==> src/rtl/core_pkg.sv <==
// Shared core definitions: sequencer state encoding, datapath width,
// default reset/trap vectors and the instruction alignment mask.
package core_pkg;

  localparam int XLEN = 32;

  localparam logic [XLEN-1:0] DEFAULT_RESET_VECTOR = 32'h0000_0000;
  localparam logic [XLEN-1:0] DEFAULT_TRAP_VECTOR  = 32'h0000_0100;

  // Low address bits that must be zero for a legal 32-bit instruction target.
  localparam logic [1:0] ALIGN_MASK = 2'b11;

  typedef enum logic [1:0] {
    BOOT = 2'd0,
    RUN  = 2'd1,
    TRAP = 2'd2
  } seq_state_e;

endpackage

==> src/rtl/pc_sequencer_if.sv <==
// Fetch-control bundle between the branch decision logic, the PC sequencer
// and the instruction memory address port.
interface pc_sequencer_if;
  import core_pkg::*;

  logic            stall;
  logic            br_taken;
  logic            jump;
  logic [XLEN-1:0] target;
  logic            trap_ack;
  logic [XLEN-1:0] pc;
  logic [XLEN-1:0] pc_plus4;
  logic            fetch_en;
  logic            flush;
  logic            misalign_trap;
  logic [XLEN-1:0] trap_pc;

  // The sequencer owns the PC side of the bundle.
  modport master (
    input  stall, br_taken, jump, target, trap_ack,
    output pc, pc_plus4, fetch_en, flush, misalign_trap, trap_pc
  );

  modport slave (
    output stall, br_taken, jump, target, trap_ack,
    input  pc, pc_plus4, fetch_en, flush, misalign_trap, trap_pc
  );

endinterface

==> src/rtl/pc_seq_perf.sv <==
// Saturating event counters for the PC sequencer (redirects, stalls, traps).
// Only instantiated when PC_SEQ_PERF_EN is defined.
module pc_seq_perf
  import core_pkg::*;
(
  input  logic            clk,
  input  logic            rst_n,
  input  logic            redirect_ev,
  input  logic            stall_ev,
  input  logic            trap_ev,
  output logic [XLEN-1:0] redirect_cnt,
  output logic [XLEN-1:0] stall_cnt,
  output logic [15:0]     trap_cnt
);

  always_ff @(posedge clk or negedge rst_n) begin
    if (!rst_n) begin
      redirect_cnt <= '0;
      stall_cnt    <= '0;
      trap_cnt     <= '0;
    end else begin
      if (redirect_ev && (redirect_cnt != '1)) redirect_cnt <= redirect_cnt + 1'b1;
      if (stall_ev    && (stall_cnt    != '1)) stall_cnt    <= stall_cnt + 1'b1;
      if (trap_ev     && (trap_cnt     != '1)) trap_cnt     <= trap_cnt + 1'b1;
    end
  end

endmodule

==> src/rtl/pc_sequencer.sv <==
// Program counter and fetch sequencer: boot wait, redirect, stall and
// misaligned-target trap handling. Optional counters under PC_SEQ_PERF_EN.
module pc_sequencer
  import core_pkg::*;
#(
  parameter logic [XLEN-1:0] RESET_VECTOR = DEFAULT_RESET_VECTOR,
  parameter logic [XLEN-1:0] TRAP_VECTOR  = DEFAULT_TRAP_VECTOR,
  parameter int unsigned     BOOT_CYCLES  = 4
) (
  input  logic            clk,
  input  logic            rst_n,
  pc_sequencer_if.master  bus
`ifdef PC_SEQ_PERF_EN
  ,
  output logic [XLEN-1:0] redirect_cnt,
  output logic [XLEN-1:0] stall_cnt,
  output logic [15:0]     trap_cnt
`endif
);

  localparam logic [3:0] BOOT_LAST = 4'(BOOT_CYCLES - 1);

  seq_state_e      state_q, state_d;
  logic [3:0]      boot_cnt_q, boot_cnt_d;
  logic [XLEN-1:0] pc_q, pc_d;
  logic [XLEN-1:0] trap_pc_q, trap_pc_d;
  logic            fetch_en_q, fetch_en_d;
  logic            flush_q, flush_d;
  logic            trap_q, trap_d;

  logic redirect;
  logic misaligned;

  assign redirect   = bus.br_taken | bus.jump;
  assign misaligned = (bus.target[1:0] & ALIGN_MASK) != 2'b00;

  // NOTE: every next-state variable takes its hold value first, so no path
  // through the case statement can leave one unassigned and infer a latch.
  always_comb begin
    state_d    = state_q;
    boot_cnt_d = boot_cnt_q;
    pc_d       = pc_q;
    trap_pc_d  = trap_pc_q;
    fetch_en_d = fetch_en_q;
    trap_d     = trap_q;
    flush_d    = 1'b0;

    unique case (state_q)
      BOOT: begin
        boot_cnt_d = boot_cnt_q + 4'd1;
        if (boot_cnt_q == BOOT_LAST) begin
          state_d    = RUN;
          fetch_en_d = 1'b1;
        end
      end
      RUN: begin
        if (redirect && misaligned) begin
          state_d    = TRAP;
          trap_pc_d  = bus.target;
          fetch_en_d = 1'b0;
          trap_d     = 1'b1;
        end else if (redirect) begin
          // A redirect wins over a simultaneous stall.
          pc_d    = bus.target;
          flush_d = 1'b1;
        end else if (!bus.stall) begin
          pc_d = pc_q + 32'd4;
        end
      end
      TRAP: begin
        if (bus.trap_ack) begin
          state_d    = RUN;
          pc_d       = TRAP_VECTOR;
          trap_d     = 1'b0;
          fetch_en_d = 1'b1;
          flush_d    = 1'b1;
        end
      end
      default: state_d = BOOT;
    endcase
  end

  // NOTE: sequential state uses non-blocking assignments so every register
  // samples the pre-edge values computed above.
  always_ff @(posedge clk or negedge rst_n) begin
    if (!rst_n) begin
      state_q    <= BOOT;
      boot_cnt_q <= '0;
      pc_q       <= RESET_VECTOR;
      trap_pc_q  <= '0;
      fetch_en_q <= 1'b0;
      flush_q    <= 1'b0;
      trap_q     <= 1'b0;
    end else begin
      state_q    <= state_d;
      boot_cnt_q <= boot_cnt_d;
      pc_q       <= pc_d;
      trap_pc_q  <= trap_pc_d;
      fetch_en_q <= fetch_en_d;
      flush_q    <= flush_d;
      trap_q     <= trap_d;
    end
  end

  assign bus.pc            = pc_q;
  assign bus.pc_plus4      = pc_q + 32'd4;
  assign bus.fetch_en      = fetch_en_q;
  assign bus.flush         = flush_q;
  assign bus.misalign_trap = trap_q;
  assign bus.trap_pc       = trap_pc_q;

`ifdef PC_SEQ_PERF_EN
  logic in_run;
  assign in_run = (state_q == RUN);

  pc_seq_perf u_perf (
    .clk          (clk),
    .rst_n        (rst_n),
    .redirect_ev  (in_run & redirect & ~misaligned),
    .stall_ev     (in_run & bus.stall & ~redirect),
    .trap_ev      (in_run & redirect & misaligned),
    .redirect_cnt (redirect_cnt),
    .stall_cnt    (stall_cnt),
    .trap_cnt     (trap_cnt)
  );
`endif

endmodule

==> src/flat_wrapper.sv <==
// flat-port wrapper written by rule: the top's interface ports become plain ports
module pc_sequencer_flat import core_pkg::*;
#(
  parameter logic [XLEN-1:0] RESET_VECTOR = DEFAULT_RESET_VECTOR,
  parameter logic [XLEN-1:0] TRAP_VECTOR  = DEFAULT_TRAP_VECTOR,
  parameter int unsigned     BOOT_CYCLES  = 4
)
  (clk, rst_n, bus_stall, bus_br_taken, bus_jump, bus_target, bus_trap_ack, bus_pc, bus_pc_plus4, bus_fetch_en, bus_flush, bus_misalign_trap, bus_trap_pc);
  pc_sequencer_if bus_i ();
  input  logic clk;
  input  logic rst_n;
  input wire logic [$bits(bus_i.stall)-1:0] bus_stall;
  input wire logic [$bits(bus_i.br_taken)-1:0] bus_br_taken;
  input wire logic [$bits(bus_i.jump)-1:0] bus_jump;
  input wire logic [$bits(bus_i.target)-1:0] bus_target;
  input wire logic [$bits(bus_i.trap_ack)-1:0] bus_trap_ack;
  output wire logic [$bits(bus_i.pc)-1:0] bus_pc;
  output wire logic [$bits(bus_i.pc_plus4)-1:0] bus_pc_plus4;
  output wire logic [$bits(bus_i.fetch_en)-1:0] bus_fetch_en;
  output wire logic [$bits(bus_i.flush)-1:0] bus_flush;
  output wire logic [$bits(bus_i.misalign_trap)-1:0] bus_misalign_trap;
  output wire logic [$bits(bus_i.trap_pc)-1:0] bus_trap_pc;
  assign bus_i.stall = bus_stall;
  assign bus_i.br_taken = bus_br_taken;
  assign bus_i.jump = bus_jump;
  assign bus_i.target = bus_target;
  assign bus_i.trap_ack = bus_trap_ack;
  assign bus_pc = bus_i.pc;
  assign bus_pc_plus4 = bus_i.pc_plus4;
  assign bus_fetch_en = bus_i.fetch_en;
  assign bus_flush = bus_i.flush;
  assign bus_misalign_trap = bus_i.misalign_trap;
  assign bus_trap_pc = bus_i.trap_pc;
  pc_sequencer #(.RESET_VECTOR(RESET_VECTOR), .TRAP_VECTOR(TRAP_VECTOR), .BOOT_CYCLES(BOOT_CYCLES)) u_core (.clk(clk), .rst_n(rst_n), .bus(bus_i));
endmodule
==> config.mk <==
export PLATFORM = sky130hd
export DESIGN_NAME = pc_sequencer_flat
export DESIGN_NICKNAME = d
export VERILOG_FILES = /design/src/rtl/core_pkg.sv /design/src/rtl/pc_sequencer_if.sv /design/src/rtl/pc_seq_perf.sv /design/src/rtl/pc_sequencer.sv /design/src/flat_wrapper.sv
export SDC_FILE = /design/constraint.sdc
export NUM_CORES = 1
export LEC_CHECK = 0
export BUFFER_PORTS_ARGS = -buffer_cell sky130_fd_sc_hd__buf_2
export CORE_AREA = 2 2 99 101
export DETAILED_ROUTE_END_ITERATION = 16
export DIE_AREA = 0 0 101 103
export PLACE_DENSITY = 0.69
export REMOVE_ABC_BUFFERS = 1
export SLEW_MARGIN = 20
export SYNTH_ARGS = -nofsm -noshare
export SYNTH_HDL_FRONTEND = slang
export SYNTH_SLANG_ARGS = --single-unit
==> constraint.sdc <==
create_clock -name clk -period 5 [get_ports clk]
set_clock_uncertainty 0.1 [all_clocks]
set_input_delay 1 -clock clk [delete_from_list [all_inputs] [get_ports clk]]
set_output_delay 1 -clock clk [all_outputs]
set_load 0.01 [all_outputs]
==> results of run 1 <==
[how the worst min path moves through the flow]
stage	cells past startpoint	endpoint	slack (ns)	start
after CTS	1	u_core.boot_cnt_q[3]$_DFFE_PN0P_	0.40	u_core.boot_cnt_q[3]$_DFFE_PN0P_
after floorplan	1	u_core.boot_cnt_q[3]$_DFFE_PN0P_	0.35	u_core.boot_cnt_q[3]$_DFFE_PN0P_
final	1	u_core.boot_cnt_q[3]$_DFFE_PN0P_	0.39	u_core.boot_cnt_q[3]$_DFFE_PN0P_
after global routing	1	u_core.bus.trap_pc[13]$_DFFE_PN0P_	0.42	u_core.bus.trap_pc[13]$_DFFE_PN0P_
after detailed placement	1	u_core.boot_cnt_q[3]$_DFFE_PN0P_	0.39	u_core.boot_cnt_q[3]$_DFFE_PN0P_
after global placement	1	u_core.boot_cnt_q[3]$_DFFE_PN0P_	0.36	u_core.boot_cnt_q[3]$_DFFE_PN0P_
[stage by stage]
stage	cells	power, mW
floorplan	366	1.98
global placement	619	2.55
detailed placement	619	2.59
CTS	632	3.03
global route	632	3.23
finish	632	2.99
[flip-flops by register name, indices dropped and copies added, names as in the netlist]
| name | cells |
|---|---|
| u_core.bus.pc | 32 |
| u_core.bus.trap_pc | 32 |
| u_core.boot_cnt_q | 4 |
| u_core.state_q | 2 |
| u_core.bus.fetch_en | 1 |
| u_core.bus.flush | 1 |
| u_core.bus.misalign_trap | 1 |
[layer usage]
layer  vias up  track usage  wire length [um]  share of wire
met3        11       0.0420               592          0.056
met4         0       0.0655               134          0.013
met5         -            0                 0              0
met1      1684        0.277              4880           0.46
li1       1670            -                 -              -
met2       110        0.333              4990           0.47
[layout by cell type (no fill, tap or decap), types with 2 or more instances in the layout]
cell | Yosys | routed
buf_2 | 9 | 135
dfrtp_1 | 73 | 73
nand2_1 | 36 | 36
mux2_2 | 34 | 34
o21ai_0 | 33 | 33
nor2_1 | 19 | 19
xnor2_1 | 19 | 19
inv_1 | 12 | 12
xor2_1 | 12 | 12
clkbuf_8 | 0 | 12
a21oi_1 | 11 | 11
nand3_1 | 10 | 10
and3_1 | 8 | 8
mux2i_1 | 8 | 8
a31oi_1 | 8 | 8
nand4_1 | 7 | 7
nor3_1 | 6 | 6
o311ai_1 | 6 | 6
ha_1 | 6 | 6
nor4_1 | 5 | 5
a22oi_1 | 5 | 5
a22o_1 | 5 | 5
buf_4 | 2 | 4
nor4_4 | 3 | 3
o31a_1 | 3 | 3
o21ai_1 | 3 | 3
o31ai_1 | 3 | 3
nand4_4 | 2 | 2
nand3_4 | 2 | 2
and4_1 | 2 | 2
nand2b_1 | 2 | 2
nor2b_1 | 2 | 2
o2bb2ai_1 | 2 | 2
[cell families (layout without fill, tap and decap cells)]
family | Yosys count | count (layout)
and+or+nand+nor | 108 | 108
AOI/OAI and AO/OA | 94 | 94
DFF | 73 | 73
muxes | 42 | 42
buffers and inverters | 38 | 164
xor gates and xnor gates | 31 | 31
adders and majority gates | 6 | 6
[power by group through the flow]
stage | registers [mW] | clock network [mW] | logic [mW]
2_1_floorplan | 1.27 | 0 | 0.711
3_3_place_gp | 1.17 | 0 | 1.39
3_5_place_dp | 1.18 | 0 | 1.41
4_1_cts | 1.17 | 0.437 | 1.41
5_1_grt | 1.22 | 0.460 | 1.54
6_report | 1.18 | 0.423 | 1.39
[critical path, cell delays in order, from the launching register on]
cell	delay, ns
dfrtp_1	0.47
ha_1	0.28
nand3_4	0.17
nor4_4	0.73
and3_1	0.31
xor2_1	0.14
buf_2	0.14
[cell type report]
| cell class | count | share of cell area |
|---|---|---|
| Inverter | 12 | 0.00909 |
| Clock buffer | 13 | 0.0341 |
| Sequential cell | 73 | 0.369 |
| Timing Repair Buffer | 139 | 0.142 |
| Tap cell | 114 | 0.0288 |
| Multi-Input combinational cell | 281 | 0.417 |
==> flow_metrics.env, run 1 <==
export IMPL_cp_end_kind="output port"
export IMPL_clkTransAtPathRegs_ns=0.07
export IMPL_ys_top_cells_by_area="dfrtp_1 (45%), mux2_2 (9.4%), xnor2_1 (4.1%)"
export IMPL_whs_ns=0.390
export IMPL_fin_util=0.524
export IMPL_clkSinkCount=73
export IMPL_p_sw_frac=0.420
export IMPL_vias_per_cell=5.50
export IMPL_cts_root_buf="clkbuf_8"
export IMPL_initial_core_util=0.430
export IMPL_synth_top_family_by_area="compound AO/OA/AOI/OAI gates"
export IMPL_hold_viol=0
export IMPL_grt_pass1_vias=3312
export IMPL_r2r_start="u_core.state_q[1]$_DFFE_PN0P_"
export IMPL_grt_pass1_wl_um=16700
export IMPL_ys_top_cells_by_count="dfrtp_1 (73), nand2_1 (36), mux2_2 (34)"
export IMPL_status="finished, final reports clean"
export IMPL_slew_headroom=0.322
export IMPL_slew_violations=0
export IMPL_layout_nets=560
export IMPL_dp_hpwl_um=7360
export IMPL_post_route_period_util=0.739
export IMPL_synth_main_ff_cell="dfrtp_1"
export IMPL_synth_mux_area_frac=0.114
export IMPL_finalWorstSetupSlack_ns=1.31
export IMPL_cts_tree="done"
export IMPL_power_density_nw_per_um2=604
export IMPL_placedInstanceArea_sq_um=4790
export IMPL_drt_pass1_iter_count=4
export IMPL_ff_latch_area_sq_um=1830
export IMPL_r2r_slack_ns=2.06
export IMPL_synth_largest_area_cell="dfrtp_1"
export IMPL_yosysUniqueCellTypes=54
export IMPL_insertion_delay_ns=0.35
export IMPL_netlist_instances=392
export IMPL_synth_simple_gate_area_frac=0.154
export IMPL_crit_start="u_core.bus.pc[2]$_DFFE_PN0P_"
export IMPL_dieArea_sq_um=10400
export IMPL_synth_top_cell_area_share=0.449
export IMPL_fin_area_sq_um=4960
export IMPL_fin_setup_tns_ns=0
export IMPL_setup_violations=0
export IMPL_synth_compound_area_frac=0.155
export IMPL_synthAdderAreaFrac=0.0184
export IMPL_reg2reg_depth=7
export IMPL_n_antenna_cell=0
export IMPL_drive_above_1_share=0.384
export IMPL_ys_warn_count=0
export IMPL_cp_required_ns=3.90
export IMPL_drc=0
export IMPL_drtIter0Drc=113
export IMPL_multi_input_area_sq_um=2070
export IMPL_place_gp_congestion=0.780
export IMPL_cts_resized=0
export IMPL_p_leak_nw=2.41
export IMPL_ys_async_sr_fraction=1.00
export IMPL_n_fill_cell=869
export IMPL_fp_dieW_um=101
export IMPL_reg2reg_to="u_core.bus.pc[20]$_DFFE_PN0P_"
export IMPL_post_cts_buffers=0
export IMPL_port_buffers=136
export IMPL_timing_worst_setup_path_type="register to output port"
export IMPL_maxCapViolations=0
export IMPL_htree_levels=3
export IMPL_areaGrowthSynthToFinish_pct=21.8
export IMPL_cts_buffers=9
export IMPL_endpoint="bus_pc_plus4[22]"
export IMPL_num_io_pins=137
export IMPL_period_minus_slack_ns=3.69
export IMPL_synth_seq_cells=73
export IMPL_power_frac_comb=0.466
export IMPL_intPower_mw=1.74
export IMPL_cp_max_fo=13
export IMPL_cts_max_path_buffers=2
export IMPL_vias=3475
export IMPL_worstHoldPathType="register to register"
export IMPL_pre_cts_ws_ns=1.70
export IMPL_vdd_ir_drop_worst_mv=0.346
export IMPL_std_cell_rows=36
export IMPL_rsz0062_at_grt="false"
export IMPL_worstPathArrival_ns=2.59
export IMPL_synth_edff_count=0
export IMPL_die_h_um=103
export IMPL_hold_buffers=0
export IMPL_pwr_share_clk=0.141
export IMPL_worstMarginPinSlew_ns=1.01
export IMPL_p_seq_frac=0.393
export IMPL_postSynthAreaPerCell_sq_um=10.4
export IMPL_synth_seq_area_share=0.449
export IMPL_yosysMostFrequentCell="dfrtp_1"
export IMPL_track_usage=0.205
export IMPL_routed_wirelength_um=10600
export IMPL_wl_per_cell_um=16.8
export IMPL_p_switching_mw=1.26
export IMPL_maxClockFrequency_ghz=0.271
export IMPL_antenna_left=0
export IMPL_antenna_found_initial=0
export IMPL_syn_cell_area_sq_um=4070
export IMPL_grt_max_degree=74
export IMPL_synth_xor_area_share=0.0667
export IMPL_core_area_sq_um=9460
export IMPL_grt_overflow=0
export IMPL_crit_path_start_kind="register"
Note: power is estimated with default switching activity, not from simulation.
==> run 2, diff against run 1 <==
ABC_AREA = 1   (was unset)
CORE_AREA = 2 2 100 102   (was 2 2 99 101)
DIE_AREA = 0 0 102 104   (was 0 0 101 103)
PLACE_DENSITY = 0.71   (was 0.69)
clock period = 2.95 ns   (was 5 ns; I/O delays follow)
==> run 2 against run 1 <==
Compared with the run above: worst hold slack worse by 0.11 ns; area after synthesis grew 2.1%; total power up 72%; global-route usage increased by 1.5 points; largest cell class unchanged.
==> flow_metrics.env, run 2 <==
export IMPL_status="finished, final reports clean"
export IMPL_post_cts_buffers=0
export IMPL_routed_wirelength_um=11400
export IMPL_hold_viol=0
export IMPL_critical_path_max_stage_delay_ns=0.43
export IMPL_crit_path_start_kind="register"
export IMPL_cp_required_ns=2.26
export IMPL_layout_nets=760
export IMPL_maxClockFrequency_ghz=0.360
export IMPL_grt_max_degree=74
export IMPL_worstHoldPathType="input pin to asynchronous set/reset pin"
export IMPL_n_fill_cell=957
export IMPL_vias_per_cell=4.79
export IMPL_antenna_found_initial=0
export IMPL_synth_largest_area_cell="dfrtp_1"
export IMPL_drt_pass1_iter_count=4
export IMPL_power_density_nw_per_um2=1000
export IMPL_cp_max_fo=5
export IMPL_synth_top_cell_area_share=0.439
export IMPL_grt_pass1_wl_um=18400
export IMPL_ys_top_cells_by_area="dfrtp_1 (44%), nand2_1 (20%), nor2_1 (6.5%)"
export IMPL_port_buffers=136
export IMPL_crit_top_cell="nand2_1"
export IMPL_use_met2=0.359
export IMPL_synth_main_ff_cell="dfrtp_1"
export IMPL_p_leak_nw=2.80
export IMPL_fin_setup_tns_ns=0
export IMPL_track_usage=0.220
export IMPL_ys_async_sr_fraction=1.00
export IMPL_cp_top_family="simple AND/OR/NAND/NOR gates"
export IMPL_final_cell_mix="nand2_1 (215), buf_2 (135), dfrtp_1 (73), nor2_1 (71), inv_1 (62)"
export IMPL_drive_above_1_share=0.252
export IMPL_vdd_ir_drop_worst_mv=0.445
export IMPL_core_area_sq_um=9550
export IMPL_synth_edff_count=0
export IMPL_worstMarginPinSlew_ns=0.947
export IMPL_worstPathArrival_ns=2.09
export IMPL_std_cell_rows=36
export IMPL_hold_buffers=0
export IMPL_total_power_mw=5.16
export IMPL_ff_latch_area_sq_um=1830
export IMPL_cp_end_kind="output port"
export IMPL_gr_max_usage_layer="met2"
export IMPL_multi_input_area_sq_um=2000
export IMPL_drc=0
export IMPL_areaGrowthSynthToFinish_pct=23.7
export IMPL_maxCapViolations=0
export IMPL_yosysMostFrequentCell="nand2_1"
export IMPL_place_gp_congestion=0.882
export IMPL_cts_buffers=9
export IMPL_synth_seq_cells=73
export IMPL_clkTransAtPathRegs_ns=0.08
export IMPL_insertion_delay_ns=0.36
export IMPL_setup_violations=0
export IMPL_num_io_pins=137
export IMPL_syn_cell_area_sq_um=4160
export IMPL_cts_root_buf="clkbuf_8"
export IMPL_cts_tree="done"
export IMPL_postSynthAreaPerCell_sq_um=7.13
export IMPL_layout_commonest_cell="nand2_1"
export IMPL_synth_seq_area_share=0.439
export IMPL_dieArea_sq_um=10600
export IMPL_slew_headroom=0.368
export IMPL_clkSinkCount=73
export IMPL_use_met1=0.279
export IMPL_ys_warn_count=0
export IMPL_antenna_left=0
export IMPL_drtIter0Drc=138
export IMPL_grt_use_met3=0.0370
export IMPL_grt_pass1_vias=3928
export IMPL_cts_max_path_buffers=2
export IMPL_rsz0062_at_grt="true"
export IMPL_grt_overflow=0
export IMPL_n_antenna_cell=0
export IMPL_fp_dieW_um=102
export IMPL_ys_top_cells_by_count="nand2_1 (216), dfrtp_1 (73), nor2_1 (72)"
export IMPL_yosysUniqueCellTypes=29
export IMPL_timing_worst_setup_path_type="register to output port"
export IMPL_crit_path_cell_trace="ha_1 > nand2_1 > nor2_2 > nand2_1 > nor2_1 > nand2_1 > nand2_1 > nand2_1 > buf_2"
export IMPL_vias=4090
export IMPL_die_h_um=104
export IMPL_slowest_stage="dfrtp_1"
export IMPL_dp_hpwl_um=8370
export IMPL_period_minus_slack_ns=2.78
export IMPL_post_route_period_util=0.941
export IMPL_worst_path_buf_inv=1
export IMPL_netlist_instances=583
export IMPL_wl_per_cell_um=13.3
export IMPL_htree_levels=3
export IMPL_slew_violations=0
export IMPL_initial_core_util=0.435
export IMPL_cts_resized=0
run 2: cell types whose count changed after synthesis, moves of 18 or more:
cell | before | now
nand2_1 | 36 | 216
nor2_1 | 19 | 72
inv_1 | 12 | 62
nand3_1 | 10 | 49
mux2_2 | 34 | 16
xnor2_1 | 19 | 1
run 2: metrics by stage:
stage | cells | setup slack [ns] | utilization | instance area, sq um | hold slack, ns
floorplan | 565 | -0.189 | - | 4060 | 0.194
global placement | 838 | 0.645 | 0.518 | 4940 | 0.361
detailed placement | 838 | 0.589 | 0.518 | 4940 | 0.369
CTS | 854 | 0.177 | 0.538 | 5140 | 0.307
global route | 854 | -0.0232 | 0.539 | 5140 | 0.368
finish | 854 | 0.174 | 0.539 | 5140 | 0.277
run 2: layer usage:
layer / routed length (um) / part of all wire / vias up
li1: - / - / 2072
met1: 4890 / 0.43 / 1868
met2: 5380 / 0.47 / 128
met3: 787 / 0.069 / 22
met4: 312 / 0.027 / 0
met5: 0 / 0 / -
run 2: logic make-up after synthesis:
logic type                 share of synthesized area
AOI/OAI and AO/OA                             0.0554
xor gates and xnor gates                      0.0211
adders and majority gates                     0.0181
buffers and inverters                         0.0816
DFF                                            0.439
muxes                                         0.0433
and+or+nand+nor                                0.341
run 2: cell type report:
| type | count | area share |
|---|---|---|
| Clock inverter | 5 | 0.0107 |
| Tap cell | 133 | 0.0324 |
| Multi-Input combinational cell | 427 | 0.388 |
| Timing Repair Buffer | 140 | 0.139 |
| Sequential cell | 73 | 0.355 |
| Inverter | 65 | 0.0474 |
| Clock buffer | 11 | 0.0275 |
run 2: final timing paths:
path,startpoint,end,slack [ns],cells after the start
max,u_core.bus.pc[2]$_DFFE_PN0P_,bus_pc_plus4[30],0.17,9
max reg2reg,u_core.state_q[0]$_DFFE_PN0P_,u_core.bus.pc[6]$_DFFE_PN0P_,0.77,9
min in group clk,bus_target[31],u_core.bus.trap_pc[31]$_DFFE_PN0P_,0.38,2
min reg2reg,u_core.bus.trap_pc[17]$_DFFE_PN0P_,u_core.bus.trap_pc[17]$_DFFE_PN0P_,0.38,2
min,rst_n,u_core.bus.trap_pc[12]$_DFFE_PN0P_,0.28,1
max in group asynchronous,rst_n,u_core.bus.trap_pc[23]$_DFFE_PN0P_,1.86,1
run 2: report_power, final:
group	switching [mW]	total, mW	internal (mW)
combinational	1.53	2.51	0.980
clock	0.387	0.798	0.411
sequential	0.390	1.86	1.47
total	2.30	5.16	2.86
==> run 3, diff against run 2 <==
ABC_AREA = unset   (was 1)
CORE_AREA = 2 2 99 101   (was 2 2 100 102)
DIE_AREA = 0 0 101 103   (was 0 0 102 104)
PLACE_DENSITY = 0.72   (was 0.71)
==> run 3 against run 2 <==
Compared with the run above: total power is 0.94% higher; register-to-register slack worse by 0.22 ns; global-route usage is 0.71 points lower; non-clock buffer count is 21 higher; cell count is 23% lower; via count is 11% lower; sequential power is 6% higher; cell area is 0.17% higher; routed wire length is 3.7% lower; die area is 1.9% lower; first-iteration DRC count is 11% lower; critical endpoint is now bus_pc_plus4[22]; largest power group unchanged.
==> flow_metrics.env, run 3 (synthesis gave the netlist of run 1 again) <==
export IMPL_htree_levels=3
export IMPL_endpoint="bus_pc_plus4[22]"
export IMPL_worstHoldPathType="input pin to asynchronous set/reset pin"
export IMPL_insertion_delay_ns=0.35
export IMPL_layout_commonest_cell="buf_2"
export IMPL_vias=3622
export IMPL_crit_start="u_core.bus.pc[14]$_DFFE_PN0P_"
export IMPL_reg2reg_depth=7
export IMPL_crit_path_cell_trace="nand4_1 > buf_4 > nor4_4 > buf_6 > and3_1 > xor2_1 > buf_2"
export IMPL_status="finished, final reports clean"
export IMPL_drtIter0Drc=123
export IMPL_initial_core_util=0.430
export IMPL_reg2reg_to="u_core.bus.pc[29]$_DFFE_PN0P_"
export IMPL_power_density_nw_per_um2=1010
export IMPL_final_cell_mix="buf_2 (135), dfrtp_1 (68), nand2_1 (36), mux2_2 (34), o21ai_0 (33)"
export IMPL_placedInstanceArea_sq_um=4880
export IMPL_areaGrowthSynthToFinish_pct=26.6
export IMPL_antenna_found_initial=0
export IMPL_maxClockFrequency_ghz=0.353
export IMPL_antenna_left=0
export IMPL_fin_area_sq_um=5150
export IMPL_n_antenna_cell=0
export IMPL_drive_above_1_share=0.425
export IMPL_crit_path_start_kind="register"
export IMPL_die_h_um=103
export IMPL_cp_end_kind="output port"
export IMPL_drc=0
export IMPL_vias_per_cell=5.51
export IMPL_fp_dieW_um=101
export IMPL_core_area_sq_um=9460
export IMPL_dp_hpwl_um=7850
export IMPL_track_usage=0.212
export IMPL_post_route_period_util=0.960
export IMPL_std_cell_rows=36
export IMPL_whs_ns=0.263
export IMPL_cts_max_path_buffers=2
export IMPL_dieArea_sq_um=10400
export IMPL_num_io_pins=137
export IMPL_slew_headroom=0.366
export IMPL_slowest_stage="dfrtp_2"
export IMPL_routed_wirelength_um=10900
export IMPL_cp_max_fo=10
export IMPL_layout_nets=582
export IMPL_maxCapViolations=0
export IMPL_grt_pass1_wl_um=17200
export IMPL_worstPathArrival_ns=2.14
export IMPL_timing_worst_setup_path_type="register to output port"
export IMPL_critical_path_max_stage_delay_ns=0.44
export IMPL_cts_root_buf="clkbuf_8"
export IMPL_clkSinkCount=73
export IMPL_slew_violations=0
export IMPL_clkTransAtPathRegs_ns=0.08
export IMPL_worstMarginPinSlew_ns=0.951
export IMPL_grt_pass1_vias=3532
export IMPL_port_buffers=136
export IMPL_grt_overflow=0
export IMPL_place_gp_congestion=0.782
export IMPL_setup_violations=0
export IMPL_drt_pass1_iter_count=4
export IMPL_p_leak_nw=2.53
export IMPL_grt_max_degree=74
export IMPL_hold_viol=0
export IMPL_wl_per_cell_um=16.7
export IMPL_r2r_slack_ns=0.55
export IMPL_r2r_start="u_core.state_q[1]$_DFFE_PN0P_"
export IMPL_cts_tree="done"
export IMPL_cts_buffers=9
export IMPL_cp_required_ns=2.26
export IMPL_vdd_ir_drop_worst_mv=0.546
export IMPL_period_minus_slack_ns=2.83
[run 3: cell count changes in the layout (fill, tap and decap cells not counted), sizes merged, moves of 18 or more]
cell	change
buf	+21
inv	-52
mux2	+18
nand2	-180
nand3	-36
nor2	-56
xnor2	+18
[run 3: what timing repair did]
action                     4_1_cts  5_1_grt
setup endpoints to repair        4        8
gates resized for setup          4        5
pin swaps                        1        2
hold buffers                     0        0
buffers inserted                 4        6
[run 3: cell type report]
class                           instances  area [sq um]
Inverter                               12          45.0
Timing Repair Buffer                  161           875
Clock buffer                           13           159
Sequential cell                        73          1830
Clock inverter                          3          15.0
Multi-Input combinational cell        281          2080
Fill cell                             866          4310
Tap cell                              114           143
[run 3: worst min-delay path by stage]
stage | start | to | slack, ns
final | rst_n | u_core.bus.trap_pc[23]$_DFFE_PN0P_ | 0.26
after global routing | rst_n | u_core.bus.trap_pc[15]$_DFFE_PN0P_ | 0.36
after CTS | rst_n | u_core.bus.trap_pc[23]$_DFFE_PN0P_ | 0.32
after detailed placement | u_core.boot_cnt_q[3]$_DFFE_PN0P_ | u_core.boot_cnt_q[3]$_DFFE_PN0P_ | 0.37
after global placement | u_core.boot_cnt_q[3]$_DFFE_PN0P_ | u_core.boot_cnt_q[3]$_DFFE_PN0P_ | 0.37
after floorplan | rst_n | u_core.boot_cnt_q[0]$_DFFE_PN0P_ | 0.19
[run 3: power breakdown]
part / total, mW / internal (mW) / switching [mW]
sequential: 1.98 / 1.49 / 0.496
clock: 0.725 / 0.348 / 0.376
combinational: 2.50 / 1.18 / 1.32
total: 5.21 / 3.01 / 2.20
[run 3: through the flow]
stage	setup TNS [ns]	setup slack [ns]	cells	total power, mW	utilization
after floorplan	0	0.131	366	3.36	-
after detailed placement	0	0.263	631	4.47	0.516
after global routing	-0.0526	-0.0335	657	5.60	0.545
after CTS	0	0.00590	651	5.24	0.538
final	0	0.118	657	5.21	0.545
after global placement	0	0.362	631	4.39	0.516
[run 3: layer usage]
| layer | track usage | vias to the layer above | wire, um |
|---|---|---|---|
| met5 | 0 | - | 0 |
| met4 | 0.0613 | 0 | 55 |
| li1 | - | 1721 | - |
| met2 | 0.364 | 113 | 5600 |
| met3 | 0.0502 | 8 | 664 |
| met1 | 0.270 | 1780 | 4630 |
[run 3: critical path: cells and delay by family (launching register included)]
kind / cells / cell delay [ns]
buf+inv: 3 / 0.51
simple gates: 3 / 0.66
xor+xnor: 1 / 0.18
flops: 1 / 0.44
